File: src/rtl/mcu_spi_pkg.sv
`default_nettype none
// ============================================================================
// Module   : mcu_spi_pkg
// Brief    : Shared types and constants for the MCU-style SPI initiator.
// Revision : 1.0 - initial release
// ============================================================================
package mcu_spi_pkg;

   // Frame sequencer states
   typedef enum logic [2:0] {
      IDLE  = 3'd0,
      SETUP = 3'd1,
      HI    = 3'd2,
      LO    = 3'd3,
      LOAD  = 3'd4,
      HOLD  = 3'd5,
      GAP   = 3'd6
   } spi_state_e;

   // Well-known target-ID bytes
   localparam logic [7:0] TARGET_HID = 8'd1;
   localparam logic [7:0] TARGET_OSD = 8'd2;

endpackage
`default_nettype wire

File: src/rtl/mcu_spi_master_shift8.sv
`default_nettype none
// ============================================================================
// Module   : spi_shift8
// Brief    : 8-bit full-duplex shift register with a 3-bit bit counter.
//            byte_done is true when the counter has wrapped back to zero,
//            i.e. all eight bits of the current byte have been shifted.
// Revision : 1.0 - initial release
// ============================================================================
module spi_shift8 (
   input  logic       clk,
   input  logic       reset,
   input  logic       load,
   input  logic [7:0] load_data,
   input  logic       shift,
   input  logic       din,
   output logic       msb,
   output logic [7:0] data,
   output logic       byte_done
);

   logic [7:0] sr_q, sr_d;
   logic [2:0] cnt_q, cnt_d;

   // Load takes priority; a shift moves MSB out and din in at the bottom
   always_comb begin
      sr_d  = sr_q;
      cnt_d = cnt_q;
      if (load) begin
         sr_d  = load_data;
         cnt_d = 3'd0;
      end else if (shift) begin
         sr_d  = {sr_q[6:0], din};
         cnt_d = cnt_q + 3'd1;
      end
   end

   // Shift register and bit counter state
   always_ff @(posedge clk) begin
      if (reset) begin
         sr_q  <= 8'd0;
         cnt_q <= 3'd0;
      end else begin
         sr_q  <= sr_d;
         cnt_q <= cnt_d;
      end
   end

   assign msb       = sr_q[7];
   assign data      = sr_q;
   assign byte_done = (cnt_q == 3'd0);

endmodule
`default_nettype wire

File: src/rtl/mcu_spi_master.sv
`default_nettype none
// ============================================================================
// Module   : mcu_spi_master
// Brief    : SPI mode-1 initiator for MCU-style frames: SS low, one target-ID
//            byte, then one or more payload bytes, MSB first, full duplex.
// Revision : 1.0 - initial release
// ============================================================================
module mcu_spi_master
   import mcu_spi_pkg::*;
#(
   parameter int CLK_DIV  = 2,
   parameter int IDLE_GAP = 4
) (
   input  logic       clk,
   input  logic       reset,
   input  logic       start,
   input  logic [7:0] target,
   input  logic [7:0] tx_data,
   input  logic       tx_valid,
   input  logic       tx_last,
   output logic       tx_ready,
   output logic [7:0] rx_data,
   output logic       rx_valid,
   output logic       rx_first,
   output logic       busy,
   output logic       spi_io_ss,
   output logic       spi_io_clk,
   output logic       spi_io_dout,
   input  logic       spi_io_din
);

   localparam int DW = $clog2(CLK_DIV + 1);
   localparam int GW = $clog2(IDLE_GAP + 1);
   localparam logic [DW-1:0] DIV_LAST = DW'(CLK_DIV - 1);
   localparam logic [DW-1:0] DIV_ONE  = DW'(1);
   localparam logic [GW-1:0] GAP_LAST = GW'(IDLE_GAP - 1);
   localparam logic [GW-1:0] GAP_ONE  = GW'(1);

   spi_state_e    state_q, state_d;
   logic [DW-1:0] div_q, div_d;
   logic [GW-1:0] gap_q, gap_d;
   logic [7:0]    target_q, target_d;
   logic          last_q, last_d;
   logic          first_q, first_d;
   logic          dout_q, dout_d;
   logic          rx_valid_q, rx_valid_d;
   logic          rx_first_q, rx_first_d;
   logic [7:0]    rx_data_q, rx_data_d;

   logic          sh_load, sh_shift, sh_msb, sh_done;
   logic [7:0]    sh_load_data, sh_data;

   logic          div_end, gap_end;
   assign div_end = (div_q == DIV_LAST);
   assign gap_end = (gap_q == GAP_LAST);

   spi_shift8 u_shift (
      .clk       (clk),
      .reset     (reset),
      .load      (sh_load),
      .load_data (sh_load_data),
      .shift     (sh_shift),
      .din       (spi_io_din),
      .msb       (sh_msb),
      .data      (sh_data),
      .byte_done (sh_done)
   );

   // Frame sequencer: next state, counters, shifter control and rx strobe
   always_comb begin
      state_d      = state_q;
      div_d        = div_q;
      gap_d        = gap_q;
      target_d     = target_q;
      last_d       = last_q;
      first_d      = first_q;
      dout_d       = dout_q;
      rx_valid_d   = 1'b0;
      rx_first_d   = 1'b0;
      rx_data_d    = rx_data_q;
      sh_load      = 1'b0;
      sh_load_data = 8'd0;
      sh_shift     = 1'b0;
      case (state_q)
         IDLE: begin
            if (start) begin
               target_d = target;
               last_d   = 1'b0;
               first_d  = 1'b1;
               div_d    = '0;
               state_d  = SETUP;
            end
         end
         SETUP: begin
            if (div_end) begin
               div_d        = '0;
               sh_load      = 1'b1;
               sh_load_data = target_q;
               state_d      = HI;
            end else begin
               div_d = div_q + DIV_ONE;
            end
         end
         HI: begin
            // dout_q remembers the bit so it stays put through the low phase
            dout_d = sh_msb;
            if (div_end) begin
               div_d    = '0;
               sh_shift = 1'b1;
               state_d  = LO;
            end else begin
               div_d = div_q + DIV_ONE;
            end
         end
         LO: begin
            if (div_end) begin
               div_d = '0;
               if (sh_done) begin
                  rx_valid_d = 1'b1;
                  rx_first_d = first_q;
                  rx_data_d  = sh_data;
                  state_d    = last_q ? HOLD : LOAD;
               end else begin
                  state_d = HI;
               end
            end else begin
               div_d = div_q + DIV_ONE;
            end
         end
         LOAD: begin
            if (tx_valid) begin
               sh_load      = 1'b1;
               sh_load_data = tx_data;
               last_d       = tx_last;
               first_d      = 1'b0;
               state_d      = HI;
            end
         end
         HOLD: begin
            if (div_end) begin
               div_d   = '0;
               gap_d   = '0;
               state_d = GAP;
            end else begin
               div_d = div_q + DIV_ONE;
            end
         end
         GAP: begin
            if (gap_end) begin
               gap_d   = '0;
               state_d = IDLE;
            end else begin
               gap_d = gap_q + GAP_ONE;
            end
         end
         default: state_d = IDLE;
      endcase
   end

   // Sequencer registers; reset also drops a coincident start
   always_ff @(posedge clk) begin
      if (reset) begin
         state_q    <= IDLE;
         div_q      <= '0;
         gap_q      <= '0;
         target_q   <= 8'd0;
         last_q     <= 1'b0;
         first_q    <= 1'b0;
         dout_q     <= 1'b0;
         rx_valid_q <= 1'b0;
         rx_first_q <= 1'b0;
         rx_data_q  <= 8'd0;
      end else begin
         state_q    <= state_d;
         div_q      <= div_d;
         gap_q      <= gap_d;
         target_q   <= target_d;
         last_q     <= last_d;
         first_q    <= first_d;
         dout_q     <= dout_d;
         rx_valid_q <= rx_valid_d;
         rx_first_q <= rx_first_d;
         rx_data_q  <= rx_data_d;
      end
   end

   // In HI the shifter MSB drives the line directly so dout moves with the
   // rising SCLK edge; elsewhere the last driven bit is held
   assign spi_io_dout = (state_q == HI) ? sh_msb : dout_q;
   assign spi_io_clk  = (state_q == HI);
   assign spi_io_ss   = (state_q == IDLE) || (state_q == GAP);
   assign busy        = (state_q != IDLE);
   assign tx_ready    = (state_q == LOAD);
   assign rx_valid    = rx_valid_q;
   assign rx_first    = rx_first_q;
   assign rx_data     = rx_data_q;

endmodule
`default_nettype wire

File: config.mk
export PLATFORM = sky130hd
export DESIGN_NAME = mcu_spi_master
export DESIGN_NICKNAME = d
export VERILOG_FILES = /design/src/rtl/mcu_spi_pkg.sv /design/src/rtl/mcu_spi_master_shift8.sv /design/src/rtl/mcu_spi_master.sv
export SDC_FILE = /design/constraint.sdc
export NUM_CORES = 1
export LEC_CHECK = 0
export BUFFER_PORTS_ARGS = -buffer_cell sky130_fd_sc_hd__buf_2
export CORE_MARGIN = 2
export CORE_UTILIZATION = 39
export CTS_BUF_LIST = sky130_fd_sc_hd__clkbuf_8
export CTS_CLUSTER_SIZE = 20
export DETAILED_ROUTE_END_ITERATION = 12
export SETUP_SLACK_MARGIN = 0.1
export SKIP_CTS_REPAIR_TIMING = 1
export SLEW_MARGIN = 20
export SYNTH_ARGS = -nofsm -noshare
export SYNTH_HDL_FRONTEND = slang
export SYNTH_SLANG_ARGS = --single-unit
export TNS_END_PERCENT = 1
File: constraint.sdc
create_clock -name clk -period 1.6 [get_ports clk]
set_clock_uncertainty 0.2 [all_clocks]
set_input_delay 0.16 -clock clk [delete_from_list [all_inputs] [get_ports clk]]
set_output_delay 0.16 -clock clk [all_outputs]
set_load 0.005 [all_outputs]
== After elaboration in Yosys (flattened, before gate mapping) ==
Cells that the tools add are included.
Word-level totals
  register bits after elaboration: 40
  input bits: 22
  output and inout bits: 15
  logic and storage cells: 84
Cells by class
  add/subtract/negate cells: 3
  equality and inequality tests: 15
  muxes and demuxes: 33
  bitwise gates (word level): 3
  reduce and logical (&&, ||, !) cells: 18
Operators with widths (count)
  $mux 8: 4
  $mux 3: 10
  $pmux 3 s7: 1
  $pmux 8 s2: 1
  $ne 2x2->1 const B: 6
  $mux 1: 10
  $eq 3x2->1 const B: 3
  $eq 3x3->1 const B: 3
  $reduce_bool 2->1: 4
  $reduce_or 4->1: 2
  $reduce_and 7->1: 1
  $add 3x1->3 const B: 2
  $logic_not 3->1: 2
  $pmux 1 s2: 3
  $pmux 3 s2: 1
  $reduce_and 2->1: 3
  $reduce_and 3->1: 2
  $mux 2: 2
  $pmux 2 s2: 1
  $eq 3x1->1 const B: 1
  $not 1->1: 3
  $reduce_bool 3->1: 1
  $reduce_or 3->1: 1
  $add 2x1->2 const B: 1
  other kinds (4): 4

== Logic depth before layout (Yosys ltp) ==
Gate-level depths: netlist (run 1).
  word-level depth: 5
  depth in mapped cells: 6
  gate-level depth less buffers: 5

== Hierarchy ==
A second synthesis (run 1) with hierarchy kept.
Unflattened totals
  cell total of the unflattened synthesis: 209
  area total of the unflattened synthesis: 1923.1 um^2
Modules (own cells, without submodules)
  mcu_spi_master: instances 1, cells an instance 157, area each 1392.6 um^2
  spi_shift8: instances 1, cells an instance 52, area each 530.5 um^2

== Worst setup path after synthesis (run 1) ==
No wires, ideal clock.
  kind: register to register
  start point: register state_q[2]
  end point: register dout_q
  setup time: 0.115 ns
  data arrival time: 1.292 ns
  path slack: -0.007 ns
  stages on the path, launching flop included: 5
  cells stage by stage: dfxtp_1 buf_2 nor3b_4 mux2_4 and2_1
On the way
  cells in the longest elaborated chain, start to end: 2
RTL lines
  from (decl): line mcu_spi_master.sv:39  | spi_state_e state_q, state_d;
  from (signal assigned): line mcu_spi_master.sv:174  | state_q <= state_d;
  $eq 3x2->1
  net spi_io_clk: line mcu_spi_master.sv:27  | output logic spi_io_clk,
  $mux 1
  net spi_io_dout: line mcu_spi_master.sv:28  | output logic spi_io_dout,
  to (signal assigned): line mcu_spi_master.sv:180  | dout_q <= dout_d;
  to (decl): line mcu_spi_master.sv:45  | logic dout_q, dout_d;
The timed path passes the listed nets, and every way through them passes these cells.
A chain may end at the register's enable or synchronous reset.

== Final worst setup path (run 1) ==
  start point: register state_q[0]
  end point: output port spi_io_dout
On the way
  cells in the longest elaborated chain, start to end: 2
RTL lines
  $eq 3x2->1: line mcu_spi_master.sv:189  | assign spi_io_dout = (state_q == HI) ? sh_msb : dout_q;
  $mux 1
  to (decl): line mcu_spi_master.sv:28
No other way between the ends.

==> flow_summary.yaml, run 1 <==
yosys:
  yosysSeqAreaShare_pct: 44.3
  syn_inst: 201
  synth_area_mm2: 0.00181
  synth_seq_cells: 40
  syn_avg_cell_area_um2: 8.99
  synth-edff-count: 0
  synth_flop_cell: "dfxtp_1"
  ys_warn_count: 0
  synthDistinctLibCells: 42
  synthArstFlopShare_pct: 0
  synth_nets: 226
placement:
  placed_area_mm2: 0.00217
  hpwlAfterDp_um: 3220
  port_buffers: 36
  place.gp.congestion: 0.804
  dp_slack_ps: -89.2
  place_inst: 299
detailed_routing:
  drtPass1Iterations: 4
  wl_met1_um: 2150
  drt-initial-drc-count: 56
  topRoutingLayerUsed: "met4"
  viasPerCell: 5.16
  drc: 0
  wl_met3_um: 120
  ant_nets: 0
  vias: 1640
  wl_met2_um: 2210
  wirelength_um: 4510
  wl_per_cell_um: 14.2
grt:
  grt_pass1_wl_um: 7130
  grt-ovfl-total: 0
  grt_pass1_vias: 1507
  grt_max_degree: 24
  grt_use_total_pct: 17.8
  antenna_found_initial: 0
floorplanning:
  core_mm2: 0.00441
  std_cell_rows: 24
  pin_count: 37
  die_y_um: 72.1
  start_util_pct: 41.0
  die_x_um: 72.1
  die_area_mm2: 0.00520
timing:
  grt_setup_unrepaired: "yes"
  worst_hold_slack_ps: -14.0
  max_freq_mhz: 550
  worst-slew-pin-transition_ps: 363
  post-route-period-util_pct: 114
  hold_viol: 3
  finalSetupTns_ps: -424
  slew_headroom_pct: 75.5
  setup_violations: 8
  fin_crit_ps: 1820
  setup_slack_ps: -219
  slew_viol_final: 0
setup_path:
  crit_fanout: 4
  worstSetupPathType: "flip-flop to primary output"
  cp.required_ps: 1240
  r2r_setup_slack_ps: -40
  startpoint_type: "flip-flop"
  cp.arrival_ps: 1460
  critPathCaptureType: "primary output"
cts:
  tritoncts: "yes"
  cts_root_buf: "clkbuf_8"
  numCtsBuffers: 5
  cts_sinks: 40
  clock_latency_ps: 290
  path_clk_slew_ps: 70
  clock_path_buffers: 2
  htree_levels: 2
final_layout:
  final_util_pct: 55.2
  stdcell_count: 318
  finalNetCount: 290
  fin_area_mm2: 0.00244
  antenna_cells: 0
  final_cell_mix: "dfxtp_1, buf_2, nand2_1"
  drive_gt1_share_pct: 33.8
  syn_to_final_growth_pct: 34.7
pwr:
  total_power_mw: 2.18
  p_leak_nw: 1.13
  ir_drop_v: 0.000629
  pwr_density_cell_mw_per_mm2: 894
run_status:
  violations: "negative hold slack, negative setup slack"
  status: "finished with violations"
hold_path:
  hp-class: "input pin to flip-flop"
job:
  max-cap-violations: 0
## synth_stat cells, types with 3 or more instances
cell	n	area, um2
dfxtp_1	40	801
nand2_1	25	93.8
a21oi_1	20	100
nor2_1	17	63.8
mux2i_1	15	150
a22oi_1	8	60.1
buf_2	6	30.0
inv_1	6	22.5
o22ai_1	6	37.5
clkbuf_1	5	18.8
o21ai_0	5	25.0
a221oi_1	4	35.0
and2_1	4	25.0
nand3_1	4	20.0
ha_1	3	37.5
## flip-flops by register name (all words and copies together), names as in the netlist
| register | flops |
|---|---|
| div_q | 2 |
| dout_q | 1 |
| first_q | 1 |
| gap_q | 3 |
| last_q | 1 |
| rx_data | 8 |
| rx_first | 1 |
| rx_valid | 1 |
| state_q | 3 |
| target_q | 8 |
| u_shift.cnt_q | 3 |
| u_shift.data | 8 |
## critical path: stages, from the launching register on
cell	delay, ps
dfxtp_2	340
buf_6	120
nor3b_4	270
mux2_4	340
buf_6	120
## path summary, 6_finish.rpt
check                            startpoint         endpoint  cells after the start
worst max-delay path             state_q[0]      spi_io_dout                      4
worst min-delay path             tx_data[5]  u_shift.data[5]                      3
worst max register to register   state_q[0]  u_shift.data[1]                      5
worst min register to register  target_q[6]      target_q[6]                      2
## area by class of cell
cell class                      count  area (um2)
Fill cell                         427        1980
Multi-Input combinational cell    142         968
Sequential cell                    40         807
Timing Repair Buffer               70         488
Clock buffer                        5        68.8
Tap cell                           52        65.1
Inverter                            6        22.5
Clock inverter                      3        16.3
## routing by layer
metal  vias up  global-route usage (%)
li1        833                       -
met3         2                    4.03
met2        28                    28.1
met1       777                    23.8
met4         0                    6.92
met5         -                       0
## power by group
part | internal (mW) | switching [mW]
Combinational | 0.229 | 0.229
Sequential | 1.04 | 0.0404
Clock | 0.299 | 0.336
## cells by family after synthesis
logic type	Yosys count	share of synthesized area, %
AO/OA/AOI/OAI	51	18.3
AND/OR/NAND/NOR	69	19.8
adder cells (fa/ha/maj)	3	2.08
flip-flops	40	44.3
buffers and inverters	19	4.77
XOR/XNOR	2	0.969
multiplexers	17	9.76
Note: power is estimated with default switching activity, not from simulation.
==> run 2: changes to the inputs <==
--- a/config.mk
+++ b/config.mk
@@ -12,7 +12,6 @@
 export CTS_CLUSTER_SIZE = 20
 export DETAILED_ROUTE_END_ITERATION = 12
 export SETUP_SLACK_MARGIN = 0.1
-export SKIP_CTS_REPAIR_TIMING = 1
 export SLEW_MARGIN = 20
 export SYNTH_ARGS = -nofsm -noshare
 export SYNTH_HDL_FRONTEND = slang
==> run 2 against run 1 <==
Clock power is essentially flat; the run ends with negative setup slack left; sequential cell count is the same; utilization grew 0.60 points; final area grew 1.1%; critical path depth is the same; register-to-register slack is essentially flat; setup slack gained 59 ps; routed wire length grew 1.4%; critical path type unchanged; sequential share of layout area shrank 0.46 points.
==> flow_summary.yaml, run 2 (synthesis results as in run 1) <==
grt:
  grt_pass1_vias: 1579
  antenna_found_initial: 0
  grt_util_met1_pct: 24.2
  grt_use_total_pct: 18.6
  busiest_layer: "met2"
  grtUsageMet2_pct: 30.3
  grt_max_degree: 24
  grt_pass1_wl_um: 7420
  met3_usage_pct: 3.75
  grt-ovfl-total: 0
detailed_routing:
  wirelength_um: 4570
  viasPerCell: 5.12
  drt-initial-drc-count: 55
  ant_nets: 0
  drtPass1Iterations: 4
  vias: 1648
  drc: 0
  wl_per_cell_um: 14.2
cts:
  tritoncts: "yes"
  clock_latency_ps: 290
  cts_root_buf: "clkbuf_8"
  cts_sinks: 40
  clock_path_buffers: 2
  numCtsBuffers: 5
  path_clk_slew_ps: 70
  htree_levels: 2
setup_path:
  crit_fanout: 3
  crit_chain: "buf_6 -> nor3b_4 -> mux2_4 -> buf_6"
  cp_slowest_stage_delay_ps: 330
  slowest_stage: "dfxtp_2"
  startpoint_type: "flip-flop"
  critPathCaptureType: "primary output"
  cp.required_ps: 1240
  worstSetupPathType: "flip-flop to primary output"
  cp.arrival_ps: 1400
  cp_num_buf_inv: 2
  crit_top_cell: "buf_6"
  path_delay_family: "flip-flops"
floorplanning:
  die_y_um: 72.1
  pin_count: 37
  std_cell_rows: 24
  die_area_mm2: 0.00520
  start_util_pct: 41.0
  core_mm2: 0.00441
  die_x_um: 72.1
placement:
  dp_slack_ps: -89.2
  hpwlAfterDp_um: 3220
  port_buffers: 36
  place.gp.congestion: 0.804
hold_path:
  hp-class: "input pin to flip-flop"
final_layout:
  final_cell_mix: "dfxtp_1, buf_2, nand2_1"
  antenna_cells: 0
  syn_to_final_growth_pct: 36.2
  nFillCells: 413
  final_common_cell: "dfxtp_1"
  finalNetCount: 294
  drive_gt1_share_pct: 32.2
timing:
  max_freq_mhz: 568
  hold_viol: 0
  worst-slew-pin-transition_ps: 361
  slew_headroom_pct: 75.6
  slew_viol_final: 0
  setup_slack_ps: -161
  grt_setup_unrepaired: "yes"
  fin_crit_ps: 1760
  setup_violations: 14
  worst_hold_slack_ps: 11.6
  post-route-period-util_pct: 110
pwr:
  pwr_density_cell_mw_per_mm2: 886
  ir_drop_v: 0.000622
  p_leak_nw: 1.16
run_status:
  violations: "negative setup slack"
  status: "finished with violations"
job:
  max-cap-violations: 0
[run 2: cell types whose count changed in the layout (fill, tap and decap cells not counted), moves of 2 or more]
cell           previous run  this run
dlygate4sd3_1             9        12
buf_6                     4         6
dfxtp_1                  35        37
dfxtp_2                   5         3
o21ai_0                   5         3
o21ai_1                   1         3
[run 2: area by class of cell]
cell class,instances,area [um2],share of cell area [%]
multi-input cells,142,950,38.6
repair buffers,74,536,21.7
flip-flops and latches,40,805,32.7
inverters,6,22.5,0.915
clock inverters,3,16.3,0.661
clock buffers,5,68.8,2.79
well taps,52,65.1,2.64
[run 2: through the flow]
stage | cell area [um2] | power [mW] | cells | setup TNS [ps] | util (%)
after floorplan | 1810 | 1.32 | 201 | 0 | -
after global placement | 2170 | 1.50 | 299 | -777 | 49.3
after detailed placement | 2170 | 1.50 | 299 | -534 | 49.3
after CTS | 2450 | 2.20 | 322 | -651 | 55.4
after global routing | 2460 | 2.30 | 322 | -1880 | 55.8
final | 2460 | 2.18 | 322 | -666 | 55.8
[run 2: layer usage]
layer	vias to the layer above	wire length [um]
met5	-	0
met1	770	2150
met2	29	2230
li1	843	-
met3	6	125
met4	0	63
[run 2: what timing repair did]
action,4_1_cts,5_1_grt
hold buffers,12,0
pin swaps,5,1
setup endpoints to repair,42,42
gates resized for setup,15,5
hold endpoints to repair,12,0
buffers inserted,3,0
[run 2: worst register-to-register path: stages (launching register included)]
cell	delay [ps]
dfxtp_2	330
buf_4	130
and4bb_2	340
nand4_1	150
buf_12	190
mux2i_1	150
nor2_1	50
[run 2: path summary, 6_finish.rpt]
path                            slack [ps]  depth (start not counted)        start               to
worst max-delay path                  -160                          4   state_q[2]      spi_io_dout
worst min-delay path                    10                          3   tx_data[4]  u_shift.data[4]
worst max register to register         -40                          6   state_q[2]       rx_data[3]
worst min register to register         260                          2  target_q[5]      target_q[5]
[run 2: power by group]
| part | total (mW) | switching, mW | internal (mW) |
|---|---|---|---|
| logic | 0.465 | 0.225 | 0.240 |
| clock network | 0.634 | 0.336 | 0.298 |
| registers | 1.08 | 0.0393 | 1.04 |
